===== src/rtl/seg_scan_ctrl.sv =====
// Seven-segment scan controller: time-multiplexes NUM_DIGITS active-low patterns
// onto one shared segment bus with one-hot active-low digit enables and anti-ghost blanking.
module seg_scan_ctrl #(
  parameter int NUM_DIGITS   = 6,
  parameter int DWELL_CYCLES = 1000,
  parameter int BLANK_CYCLES = 16
) (
  input  logic                    clk,
  input  logic                    rst,
  input  logic                    en,
  input  logic [NUM_DIGITS*7-1:0] seg_in,
  output logic [6:0]              seg_out,
  output logic [NUM_DIGITS-1:0]   dig_en,
  output logic [2:0]              cur_digit,
  output logic                    frame_done
);

  localparam int MAX_CYC = (DWELL_CYCLES > BLANK_CYCLES) ? DWELL_CYCLES : BLANK_CYCLES;
  localparam int CNT_W   = (MAX_CYC > 1) ? $clog2(MAX_CYC) : 1;

  localparam logic [CNT_W-1:0] DWELL_LAST = CNT_W'(DWELL_CYCLES - 1);
  localparam logic [CNT_W-1:0] BLANK_LAST = CNT_W'((BLANK_CYCLES > 0) ? BLANK_CYCLES - 1 : 0);
  localparam logic [2:0]       LAST_DIG   = 3'(NUM_DIGITS - 1);
  localparam logic [6:0]       SEG_OFF    = 7'h7F;

  typedef enum logic [1:0] {IDLE, BLANK, SHOW} state_t;

  state_t           state;
  logic [CNT_W-1:0] cnt;

  function automatic logic [6:0] pick_pattern(input logic [NUM_DIGITS*7-1:0] s,
                                              input logic [2:0] idx);
    logic [6:0] r;
    r = SEG_OFF;
    for (int i = 0; i < NUM_DIGITS; i++)
      if (idx == 3'(i)) r = s[7*i +: 7];
    return r;
  endfunction

  function automatic logic [NUM_DIGITS-1:0] enable_for(input logic [2:0] idx);
    logic [NUM_DIGITS-1:0] r;
    r = '1;
    for (int i = 0; i < NUM_DIGITS; i++)
      if (idx == 3'(i)) r[i] = 1'b0;
    return r;
  endfunction

  function automatic logic [2:0] next_digit(input logic [2:0] idx);
    return (idx == LAST_DIG) ? 3'd0 : idx + 3'd1;
  endfunction

  always_ff @(posedge clk or negedge rst) begin
    if (!rst) begin
      state      <= IDLE;
      cnt        <= '0;
      cur_digit  <= 3'd0;
      seg_out    <= SEG_OFF;
      dig_en     <= '1;
      frame_done <= 1'b0;
    end else begin
      frame_done <= 1'b0;
      if (!en) begin
        // Disabling always collapses to IDLE so re-enable restarts at digit 0.
        state     <= IDLE;
        cnt       <= '0;
        cur_digit <= 3'd0;
        seg_out   <= SEG_OFF;
        dig_en    <= '1;
      end else begin
        case (state)
          IDLE: begin
            cnt <= '0;
            if (BLANK_CYCLES == 0) begin
              state   <= SHOW;
              seg_out <= pick_pattern(seg_in, 3'd0);
              dig_en  <= enable_for(3'd0);
            end else begin
              state <= BLANK;
            end
          end
          BLANK: begin
            if (cnt == BLANK_LAST) begin
              state   <= SHOW;
              cnt     <= '0;
              seg_out <= pick_pattern(seg_in, cur_digit);
              dig_en  <= enable_for(cur_digit);
            end else begin
              cnt <= cnt + 1'b1;
            end
          end
          SHOW: begin
            if (cnt == DWELL_LAST) begin
              cnt        <= '0;
              cur_digit  <= next_digit(cur_digit);
              frame_done <= (cur_digit == LAST_DIG);
              // Without blanking the enable and the new snapshot switch on the same edge.
              if (BLANK_CYCLES == 0) begin
                seg_out <= pick_pattern(seg_in, next_digit(cur_digit));
                dig_en  <= enable_for(next_digit(cur_digit));
              end else begin
                state   <= BLANK;
                seg_out <= SEG_OFF;
                dig_en  <= '1;
              end
            end else begin
              cnt <= cnt + 1'b1;
            end
          end
          default: begin
            state   <= IDLE;
            cnt     <= '0;
            seg_out <= SEG_OFF;
            dig_en  <= '1;
          end
        endcase
      end
    end
  end

endmodule


===== config.mk =====
export PLATFORM = sky130hd
export DESIGN_NAME = seg_scan_ctrl
export DESIGN_NICKNAME = d
export VERILOG_FILES = /design/src/rtl/seg_scan_ctrl.sv
export SDC_FILE = /design/constraint.sdc
export NUM_CORES = 1
export LEC_CHECK = 0
export CORE_MARGIN = 2
export CORE_UTILIZATION = 46
export CTS_CLUSTER_DIAMETER = 80
export CTS_CLUSTER_SIZE = 28
export DETAILED_ROUTE_END_ITERATION = 16
export PLACE_DENSITY_LB_ADDON = 0.2
export SLEW_MARGIN = 10
export SYNTH_ARGS = -nofsm -noshare
export SYNTH_HDL_FRONTEND = slang
export SYNTH_SLANG_ARGS = --single-unit

===== constraint.sdc =====
create_clock -name clk -period 3.3 [get_ports clk]
set_clock_uncertainty 0.2 [all_clocks]
set_input_delay 0.99 -clock clk [delete_from_list [all_inputs] [get_ports clk]]
set_output_delay 0.99 -clock clk [all_outputs]
set_load 0.005 [all_outputs]

Word level (Yosys, flattened, before mapping)
Cells that the tools add are included.

storage, ports and cells
  bits in registers = 29
  input port bits = 45
  output and inout port bits = 17

cells by class
  add/sub/neg operators = 2
  eq/ne operators = 14
  multiplexer cells = 35
  reductions and logical operators = 5

operators by type and width
  operator                 number
  $mux W7                  9
  $mux W10                 3
  $pmux W7 S3              1
  $pmux W10 S2             1
  $mux W6                  3
  $pmux W6 S3              1
  $mux W3                  4
  $add A10 B1 Y10 const B  1
  $eq A10 B10 Y1 const B   1
  $eq A10 B4 Y1 const B    1
  $mux W1                  9
  $eq A3 B2 Y1 const B     2
  $eq A3 B3 Y1 const B     2
  $mux W2                  3
  $ne A3 B3 Y1 const B     2
  $pmux W2 S3              1
  $ne A2 B1 Y1 const B     2
  $reduce_and A2 Y1        2
  $add A3 B1 Y3 const B    1
  $eq A3 B1 Y1 const B     1
  $logic_not A3 Y1         1
  $reduce_and A3 Y1        1
  $eq A2 B1 Y1 const B     1
  $eq A2 B2 Y1 const B     1
  other kinds (2)          2

Depth between registers and ports, before layout
Gate-level depths: netlist of the first run.

  word-level depth = 10
  gate-level depth with buffers = 8

Worst setup path before layout of the first run
No wires, ideal clock.

  path kind = reg-to-reg
  start = reg cur_digit[0]
  end = reg seg_out[0]
  setup time = 0.094 ns
  data arrival time = 2.065 ns
  data required time = 3.006 ns
  path slack = 0.941 ns
  cell stages (with the launch flop) = 9
  clock period less this slack = 2.359 ns
  path through = dfrtp_1 clkbuf_1 clkbuf_1 and2_1 ha_1 clkbuf_1 a221oi_1 a2111oi_0 mux2i_1

between the ends
  cells in the longest elaborated chain, start to end = 10

ends and longest elaborated chain
  item                      RTL line  RTL
  start: declaration        14        output logic [2:0] cur_digit,
  start signal: assignment  94        cur_digit <= next_digit(cur_digit);
  $logic_not A3 Y1          36        if (idx == 3'(i)) r = s[7*i +: 7];
  $mux W7 (5 in series)     36
  $mux W7 (*)               36
  $mux W7 (*)               82        if (cnt == BLANK_LAST) begin
  $pmux W7 S3 (*)           70        case (state)
  $mux W7 (*)               62        if (!en) begin
  end signal: assignment    75        seg_out <= pick_pattern(seg_in, 3'd0);
  end signal: assignment    85        seg_out <= pick_pattern(seg_in, cur_digit);
  end signal: assignment    98        seg_out <= pick_pattern(seg_in, next_digit(cur_digit));
  end: declaration          12        output logic [6:0] seg_out,

Every way passes the cells marked *; elsewhere a longest branch is shown, timed or not. The select of a mux whose other input is x is not followed.
A chain may end at the register's enable or synchronous reset.

Worst setup path after layout of the first run
  start = reg cnt[0]
  end = reg dig_en[3]

between the ends
  cells in the longest elaborated chain, start to end = 3

ends and longest elaborated chain
  item                                             RTL line  RTL
  start: declaration                               29        logic [CNT_W-1:0] cnt;
  start signal: assignment                         88        cnt <= cnt + 1'b1;
  start signal: assignment                         106       cnt <= cnt + 1'b1;
  $eq A10 B10 Y1 or $eq A10 B4 Y1 (tied branches)  92, 82
  $ne A3 B3 Y1 (no line)                           --
  $reduce_and A3 Y1 (no line) (*)                  --
  end signal: assignment                           76        dig_en <= enable_for(3'd0);
  end signal: assignment                           86        dig_en <= enable_for(cur_digit);
  end signal: assignment                           99        dig_en <= enable_for(next_digit(cur_digit));
  end: declaration                                 13        output logic [NUM_DIGITS-1:0] dig_en,

Every way passes the cells marked *; elsewhere a longest branch is shown, timed or not.

==> metrics.yaml, run 1 <==
status:
  status: "finished clean"
critical_path:
  max_stage_delay_ps: 890
  cp-start-kind: "flip-flop"
  required_ps: 3300
  arrival_ps: 2650
  crit_buf_inv: 0
  crit_family: "simple AND/OR/NAND/NOR gates"
  critPathLaunch: "cnt[0]"
  crit_path_max_fanout: 13
  end_kind: "flip-flop"
  cpMaxStageDelayCell: "or4_1"
  critical_path_class: "flip-flop to flip-flop"
  path_cells: "ha_1 -> nand4b_1 -> o31a_1 -> or4_1 -> mux2_2"
  reg2reg_from: "cnt[0]"
sta:
  finalWorstSetupSlack_ps: 655
  finalSetupTns_ps: 0
  worst_pin_slew_ps: 742
  timing.fmax_ghz: 0.378
  rsz0062_at_grt: "false"
  period_share: 0.801
  hold_viol_final: 0
  fin_crit_ps: 2640
  drv_slew: 0
  setup_viol: 0
  slew_headroom: 0.505
grt:
  grt_pass1_vias: 1562
  grt_max_degree: 30
  grt_usage: 0.213
  grt_overflow: 0
  grt_pass1_wl_um: 7370
  antenna_found_initial: 0
detailed_routing:
  route.vias.total: 1764
  drc: 0
  wl_per_cell_um: 15.0
  drt_wl_total_um: 4910
  dr.pass1.iters: 4
  ant_nets: 0
  viasPerCell: 5.41
  drt_iter0_markers: 76
clock_tree:
  htree_levels: 2
  cts_buffers: 5
  cts_tree: "yes"
  holdBufCountCts: 0
  postCtsSetupBuffers: 0
  clk_latency_ps: 280
  cts.sinks: 29
  cts-resized-gates: 0
  clk_pin_slew_ps: 60
  clk_path_buf_depth: 2
  cts_root_buffer: "clkbuf_8"
die:
  pin_count: 62
  rows: 23
  die_h_um: 69.0
  fp.dieW_um: 69.0
  start_util: 0.482
  die_area_sq_um: 4760
  core-area_sq_um: 4030
final_layout:
  syn_to_final_growth_pct: 38.6
  num-fill-cells: 351
  drive_above_1_share: 0.105
  fin_nets: 326
  antenna_cells: 0
  fin_util: 0.669
  layout.cells.non_filler: 326
yosys:
  synth_seq_cells: 29
  yosysMostFrequentCell: "nand2_1"
  yosysSeqAreaShare: 0.382
  netlist.area_leader.share: 0.206
  syn_area_per_cell_sq_um: 9.00
  synth.distinct_cells: 39
  synthTopCellsByArea: "dfrtp_1, dfstp_2, mux2i_1, ha_1, nand2_1"
  synth_edf_count: 0
  async_flop_share: 1.00
  ys_warn_count: 0
  syn_inst: 216
  syn_area_sq_um: 1940
  synth.net_count: 267
  ys_top_cells_by_count: "nand2_1, mux2i_1, dfrtp_1, inv_1, nor2_1"
  post-synth-top-area-cell: "dfrtp_1"
  synthFlopType: "dfrtp_1"
worst_hold_path:
  hp-class: "flip-flop to flip-flop"
  hold_start: "cnt[0]"
placed_design:
  gp_congestion: 0.838
  dp.cells: 318
  hpwl_um: 3550
  dp_slack_ps: 547
  port_buffers: 61
pwr:
  powerDensity_nw_per_um2: 400
  vdd_drop_max_v: 0.000287
  total_power_mw: 1.08
  p_leak_nw: 1.11
job:
  maxCapViolations: 0
[cell usage in the layout, fill, tap and decap left out, types with 3 or more instances in the layout]
cell	n
mux2i_1	18
and2_1	3
nor2_1	14
clkdlybuf4s50_1	61
a221oi_1	7
dfstp_2	13
nor4_1	4
nor2b_1	12
clkbuf_8	7
nand3_1	5
nand2b_1	10
ha_1	6
xor2_1	3
buf_4	5
a21oi_1	8
inv_1	15
nand2_1	20
dfrtp_1	16
and3_1	8
a2111oi_0	7
nor3_1	5
xnor2_1	6
[worst register-to-register path, delay by kind of cell, from the launching register on]
| kind | cells | cell delay (ps) |
|---|---|---|
| adder cells (fa/ha/maj) | 1 | 230 |
| AND/OR/NAND/NOR | 2 | 1030 |
| AO/OA/AOI/OAI | 1 | 330 |
| flip-flops | 1 | 360 |
| multiplexers | 1 | 420 |
[sequential cells by signal, indices dropped and copies added (netlist names)]
name / count
cnt: 10
seg_out: 7
dig_en: 6
cur_digit: 3
state: 2
frame_done: 1
[path summary, 6_finish.rpt]
kind	to	slack (ps)	cells past startpoint
worst min register to register	cnt[0]	260	1
max in group asynchronous	seg_out[0]	1690	2
worst max register to register	dig_en[3]	660	5
worst max-delay path	dig_en[3]	660	5
worst min-delay path	cnt[0]	260	1
min in group asynchronous	cnt[1]	890	2
[power by group]
| group | leakage [nW] | switching (mW) | internal (mW) | total [mW] |
|---|---|---|---|---|
| sequential | 0.359 | 0.0223 | 0.397 | 0.419 |
| combinational | 0.696 | 0.165 | 0.171 | 0.336 |
| clock | 0.0542 | 0.133 | 0.188 | 0.321 |
| total | 1.11 | 0.320 | 0.756 | 1.08 |
[cells by family after synthesis]
kind of cell / synth area share
mux: 0.104
compound gates: 0.124
buf+inv: 0.0605
simple gates: 0.250
fa+ha+maj: 0.0386
xor+xnor: 0.0406
flops: 0.382
[final cells by class]
cell class / instances / area, sq um / share of cell area
multi-input cells: 158 / 1080 / 0.402
flip-flops and latches: 29 / 742 / 0.275
repair buffers: 66 / 648 / 0.241
clock buffers: 7 / 96.3 / 0.0358
well taps: 50 / 62.6 / 0.0232
inverters: 15 / 56.3 / 0.0209
clock inverters: 1 / 5.00 / 0.00186
[per-stage QoR]
| step | cell area, sq um | hold WS, ps |
|---|---|---|
| 2_1_floorplan | 1940 | 233 |
| 6_report | 2690 | 255 |
| 4_1_cts | 2690 | 259 |
| 3_5_place_dp | 2590 | 251 |
| 5_1_grt | 2690 | 277 |
| 3_3_place_gp | 2590 | 244 |
[per-layer routing]
| layer | vias up | global-route usage | share of wire |
|---|---|---|---|
| li1 | 876 | - | - |
| met5 | - | 0 | 0 |
| met2 | 57 | 0.319 | 0.46 |
| met1 | 823 | 0.299 | 0.46 |
| met3 | 8 | 0.0536 | 0.075 |
| met4 | 0 | 0.0735 | 0.011 |
(Power assumes the default switching activity.)
==> run 2: changes to the inputs <==
--- a/config.mk
+++ b/config.mk
@@ -6,7 +6,7 @@
 export NUM_CORES = 1
 export LEC_CHECK = 0
 export CORE_MARGIN = 2
-export CORE_UTILIZATION = 46
+export CORE_UTILIZATION = 42
 export CTS_CLUSTER_DIAMETER = 80
 export CTS_CLUSTER_SIZE = 28
 export DETAILED_ROUTE_END_ITERATION = 16
==> constraint.sdc (replaced) <==
create_clock -name clk -period 2.19 [get_ports clk]
set_clock_uncertainty 0.2 [all_clocks]
set_input_delay 0.657 -clock clk [delete_from_list [all_inputs] [get_ports clk]]
set_output_delay 0.657 -clock clk [all_outputs]
set_load 0.005 [all_outputs]
==> metrics.yaml, run 2 (same netlist as run 1, synthesis figures left out) <==
detailed_routing:
  drt_wl_total_um: 5400
  drt_iter0_markers: 93
  route.vias.total: 1893
  viasPerCell: 5.30
  wl_per_cell_um: 15.1
  dr.pass1.iters: 4
  drc: 0
  ant_nets: 0
status:
  status: "finished clean"
critical_path:
  crit_family: "flip-flops"
  required_ps: 1330
  cp-start-kind: "flip-flop"
  crit_path_max_fanout: 2
  cpMaxStageDelayCell: "dfstp_2"
  critPathLaunch: "dig_en[1]"
  cp-endpoint: "dig_en[1]"
  rr_endpoint: "seg_out[2]"
  rrSetupSlack_ps: 60
  reg2regPathDepth: 6
  reg2reg_from: "cnt[0]"
  arrival_ps: 1300
  path_cells: "clkdlybuf4s50_1"
  cp.depth: 1
  crit_buf_inv: 1
  critical_path_class: "flip-flop to output port"
  end_kind: "output port"
  max_stage_delay_ps: 530
final_layout:
  regArea_sq_um: 743
  fin_nets: 355
  reg.largest.list: "cnt (10), seg_out (7), dig_en (6)"
  multiInputGateArea_sq_um: 1100
  syn_to_final_growth_pct: 53.6
  largest_reg_flops: 10
  final_cell_area_sq_um: 2980
  final_cell_mix: "clkdlybuf4s50_1, buf_4, nand2_1, mux2i_1"
  layout.cells.non_filler: 357
  final_common_cell: "clkdlybuf4s50_1"
  antenna_cells: 0
  top_register: "cnt"
  num-fill-cells: 386
  drive_above_1_share: 0.207
grt:
  grt_overflow: 0
  antenna_found_initial: 0
  grt_pass1_wl_um: 8940
  grt_usage: 0.218
  grt_pass1_vias: 1870
  grt_max_degree: 30
placed_design:
  dp.cells: 349
  gp_congestion: 0.801
  dpl-instance-area_sq_um: 2810
  port_buffers: 61
  dp_slack_ps: -259
  hpwl_um: 4010
clock_tree:
  cts_tree: "yes"
  cts_root_buffer: "clkbuf_8"
  cts_buffers: 5
  clk_path_buf_depth: 2
  cts.sinks: 29
  htree_levels: 2
  clk_pin_slew_ps: 60
  clk_latency_ps: 280
sta:
  slew_headroom: 0.620
  finalWorstSetupSlack_ps: 30.4
  period_share: 0.986
  hold_ws_ps: 320
  setup_viol: 0
  rsz0062_at_grt: "true"
  worst_pin_slew_ps: 555
  drv_slew: 0
  fin_crit_ps: 2160
  hold_viol_final: 0
  timing.fmax_ghz: 0.463
pwr:
  vdd_drop_max_v: 0.000618
  pwr-share-clk: 0.304
  p_leak_nw: 1.26
  total_power_mw: 1.91
  powerDensity_nw_per_um2: 640
  p_int_mw: 1.36
  power_frac_seq: 0.329
  switching_share: 0.287
  pwr-share-comb: 0.367
  switchingPower_mw: 0.549
die:
  die_h_um: 72.0
  pin_count: 62
  die_area_sq_um: 5190
  core-area_sq_um: 4410
  fp.dieW_um: 72.0
  start_util: 0.440
  rows: 24
job:
  maxCapViolations: 0
worst_hold_path:
  hp-class: "flip-flop to flip-flop"
## run 2: changes by cell type in the layout (fill, tap and decap cells not counted), sizes merged
cell	change
dlymetal6s2s	+6
buf	+29
clkdlybuf4s50	-7
bufinv	+1
dlygate4sd2	+1
clkinv	-1
## run 2: worst min-delay path by stage
stage | start | end | slack (ps) | depth (start not counted)
finish | cnt[0] | cnt[0] | 320 | 2
global route | cnt[0] | cnt[0] | 360 | 2
CTS | cnt[0] | cnt[0] | 320 | 2
detailed placement | cnt[0] | cnt[0] | 320 | 2
global placement | cnt[0] | cnt[0] | 310 | 2
floorplan | rst | cnt[0] | 160 | 0
## run 2: through the flow
step	utilization	setup TNS [ps]
final	0.676	0
after global routing	0.676	-315
after global placement	0.637	-1170
after detailed placement	0.637	-1860
after CTS	0.667	0
after floorplan	-	0
## run 2: area by class of cell
class | count | share of cell area
Clock inverter | 1 | 0.0101
Clock buffer | 7 | 0.0289
Sequential cell | 29 | 0.249
Tap cell | 52 | 0.0218
Timing Repair Buffer | 95 | 0.301
Multi-Input combinational cell | 158 | 0.370
Inverter | 15 | 0.0189
## run 2: per-layer routing
layer / track usage / wire length, um
met3: 0.0500 / 442
met1: 0.306 / 2510
met2: 0.351 / 2420
met5: 0 / 0
met4: 0.0377 / 28
## run 2: power groups by stage
stage | clock network (mW) | registers [mW] | logic [mW]
finish | 0.581 | 0.629 | 0.701
global route | 0.613 | 0.633 | 0.762
CTS | 0.593 | 0.630 | 0.655
detailed placement | 0 | 0.639 | 0.631
global placement | 0 | 0.637 | 0.616
floorplan | 0 | 0.635 | 0.335
## run 2: timing repair
item | 4_1_cts | 5_1_grt
buffers inserted | 0 | 0
endpoints found under the setup margin | 12 | 27
gates resized for setup | 7 | 15
hold buffers | 0 | 0
==> run 3: changes to the inputs <==
--- a/config.mk
+++ b/config.mk
@@ -11,6 +11,7 @@
 export CTS_CLUSTER_SIZE = 28
 export DETAILED_ROUTE_END_ITERATION = 16
 export PLACE_DENSITY_LB_ADDON = 0.2
+export REMOVE_ABC_BUFFERS = 1
 export SLEW_MARGIN = 10
 export SYNTH_ARGS = -nofsm -noshare
 export SYNTH_HDL_FRONTEND = slang
==> metrics.yaml, run 3 (same netlist as run 1, synthesis figures left out) <==
critical_path:
  crit_path_max_fanout: 2
  end_kind: "output port"
  required_ps: 1330
  reg2regPathDepth: 6
  arrival_ps: 1300
  reg2reg_from: "cnt[0]"
  critical_path_class: "flip-flop to output port"
  max_stage_delay_ps: 530
  cp-endpoint: "seg_out[4]"
  cp-start-kind: "flip-flop"
  crit_buf_inv: 1
  cp.depth: 1
  rr_endpoint: "dig_en[4]"
  crit_family: "flip-flops"
  path_cells: "clkdlybuf4s50_1"
  rrSetupSlack_ps: 80
  cpMaxStageDelayCell: "dfstp_2"
  critPathLaunch: "seg_out[4]"
detailed_routing:
  wl_per_cell_um: 15.0
  viasPerCell: 5.31
  drt_wl_total_um: 5400
  route.vias.total: 1910
  drc: 0
  ant_nets: 0
  drt_iter0_markers: 72
  dr.pass1.iters: 4
final_layout:
  final_cell_area_sq_um: 3000
  top_register: "cnt"
  antenna_cells: 0
  final_cell_mix: "clkdlybuf4s50_1, buf_4, nand2_1, mux2i_1"
  syn_to_final_growth_pct: 54.3
  reg.largest.list: "cnt (10), seg_out (7), dig_en (6)"
  num-fill-cells: 374
  drive_above_1_share: 0.218
  layout.cells.non_filler: 360
  fin_nets: 358
  largest_reg_flops: 10
  final_common_cell: "clkdlybuf4s50_1"
placed_design:
  dpl-instance-area_sq_um: 2790
  gp_congestion: 0.803
  hpwl_um: 3980
  port_buffers: 61
  dp.cells: 346
sta:
  finalSetupTns_ps: 0
  drv_slew: 0
  setup_viol: 0
  timing.fmax_ghz: 0.463
  period_share: 0.986
  fin_crit_ps: 2160
  rsz0062_at_grt: "true"
  hold_ws_ps: 338
  hold_viol_final: 0
  worst_pin_slew_ps: 479
  slew_headroom: 0.673
die:
  rows: 24
  fp.dieW_um: 72.0
  pin_count: 62
  die_area_sq_um: 5190
  core-area_sq_um: 4410
  die_h_um: 72.0
  start_util: 0.440
clock_tree:
  clk_pin_slew_ps: 60
  clk_latency_ps: 280
  cts_tree: "yes"
  clk_path_buf_depth: 2
  htree_levels: 2
  cts.sinks: 29
  cts_root_buffer: "clkbuf_8"
  cts_buffers: 5
pwr:
  powerDensity_nw_per_um2: 565
  p_leak_nw: 1.28
  vdd_drop_max_v: 0.000375
grt:
  antenna_found_initial: 0
  grt_max_degree: 30
  grt_overflow: 0
  grt_pass1_vias: 1871
  grt_usage: 0.213
  grt_pass1_wl_um: 8690
worst_hold_path:
  hold_depth: 2
  hp-class: "flip-flop to flip-flop"
job:
  maxCapViolations: 0
status:
  status: "finished clean"
## run 3: cell types whose count changed in the layout (fill, tap and decap cells not counted), moves of 2 or more
cell | previous run | this run
a2111oi_0 | 5 | 1
a2111oi_1 | 2 | 6
a21boi_0 | 0 | 2
a21boi_1 | 2 | 0
buf_6 | 0 | 3
clkdlybuf4s50_1 | 54 | 50
clkinv_2 | 0 | 2
dlymetal6s2s_1 | 6 | 9
## run 3: timing repair
action	CTS	global route
hold buffers	0	0
setup endpoints to repair	16	31
pin swaps	0	0
gates resized for setup	4	26
setup buffers	3	3
## run 3: where the power goes
part           total, mW  switching [mW]  internal, mW  leakage [nW]
Clock              0.417           0.198         0.219        0.0450
Sequential         0.632          0.0347         0.597         0.357
Combinational      0.645           0.286         0.360         0.874
## run 3: worst min-delay path by stage
stage               startpoint          to  slack [ps]
CTS                     cnt[0]      cnt[0]         330
finish              seg_out[0]  seg_out[0]         340
global route        seg_out[0]  seg_out[0]         360
global placement        cnt[0]      cnt[0]         310
floorplan                  rst      cnt[0]         160
detailed placement      cnt[0]      cnt[0]         330
## run 3: layout make-up
type | instances | area (sq um) | area share
multi-input combinational | 158 | 1120 | 0.375
timing repair buffer | 98 | 927 | 0.309
sequential | 29 | 743 | 0.248
clock buffer | 6 | 72.6 | 0.0242
tap | 52 | 65.1 | 0.0217
inverter | 15 | 56.3 | 0.0188
clock inverter | 2 | 10.0 | 0.00334
## run 3: per-layer routing
metal	vias to the layer above	GRT usage	wire [um]
li1	944	-	-
met1	883	0.265	2400
met5	-	0	0
met4	0	0.0881	109
met3	9	0.0486	413
met2	74	0.359	2480
## run 3: through the flow
stage / worst slack, ps / util / power (mW)
6_report: 30.3 / 0.679 / 1.69
5_1_grt: -6.11 / 0.679 / 1.81
4_1_cts: 1.00 / 0.657 / 1.67
3_5_place_dp: -84.6 / 0.632 / 1.23
3_3_place_gp: -138 / 0.632 / 1.23
2_1_floorplan: -229 / - / 0.932
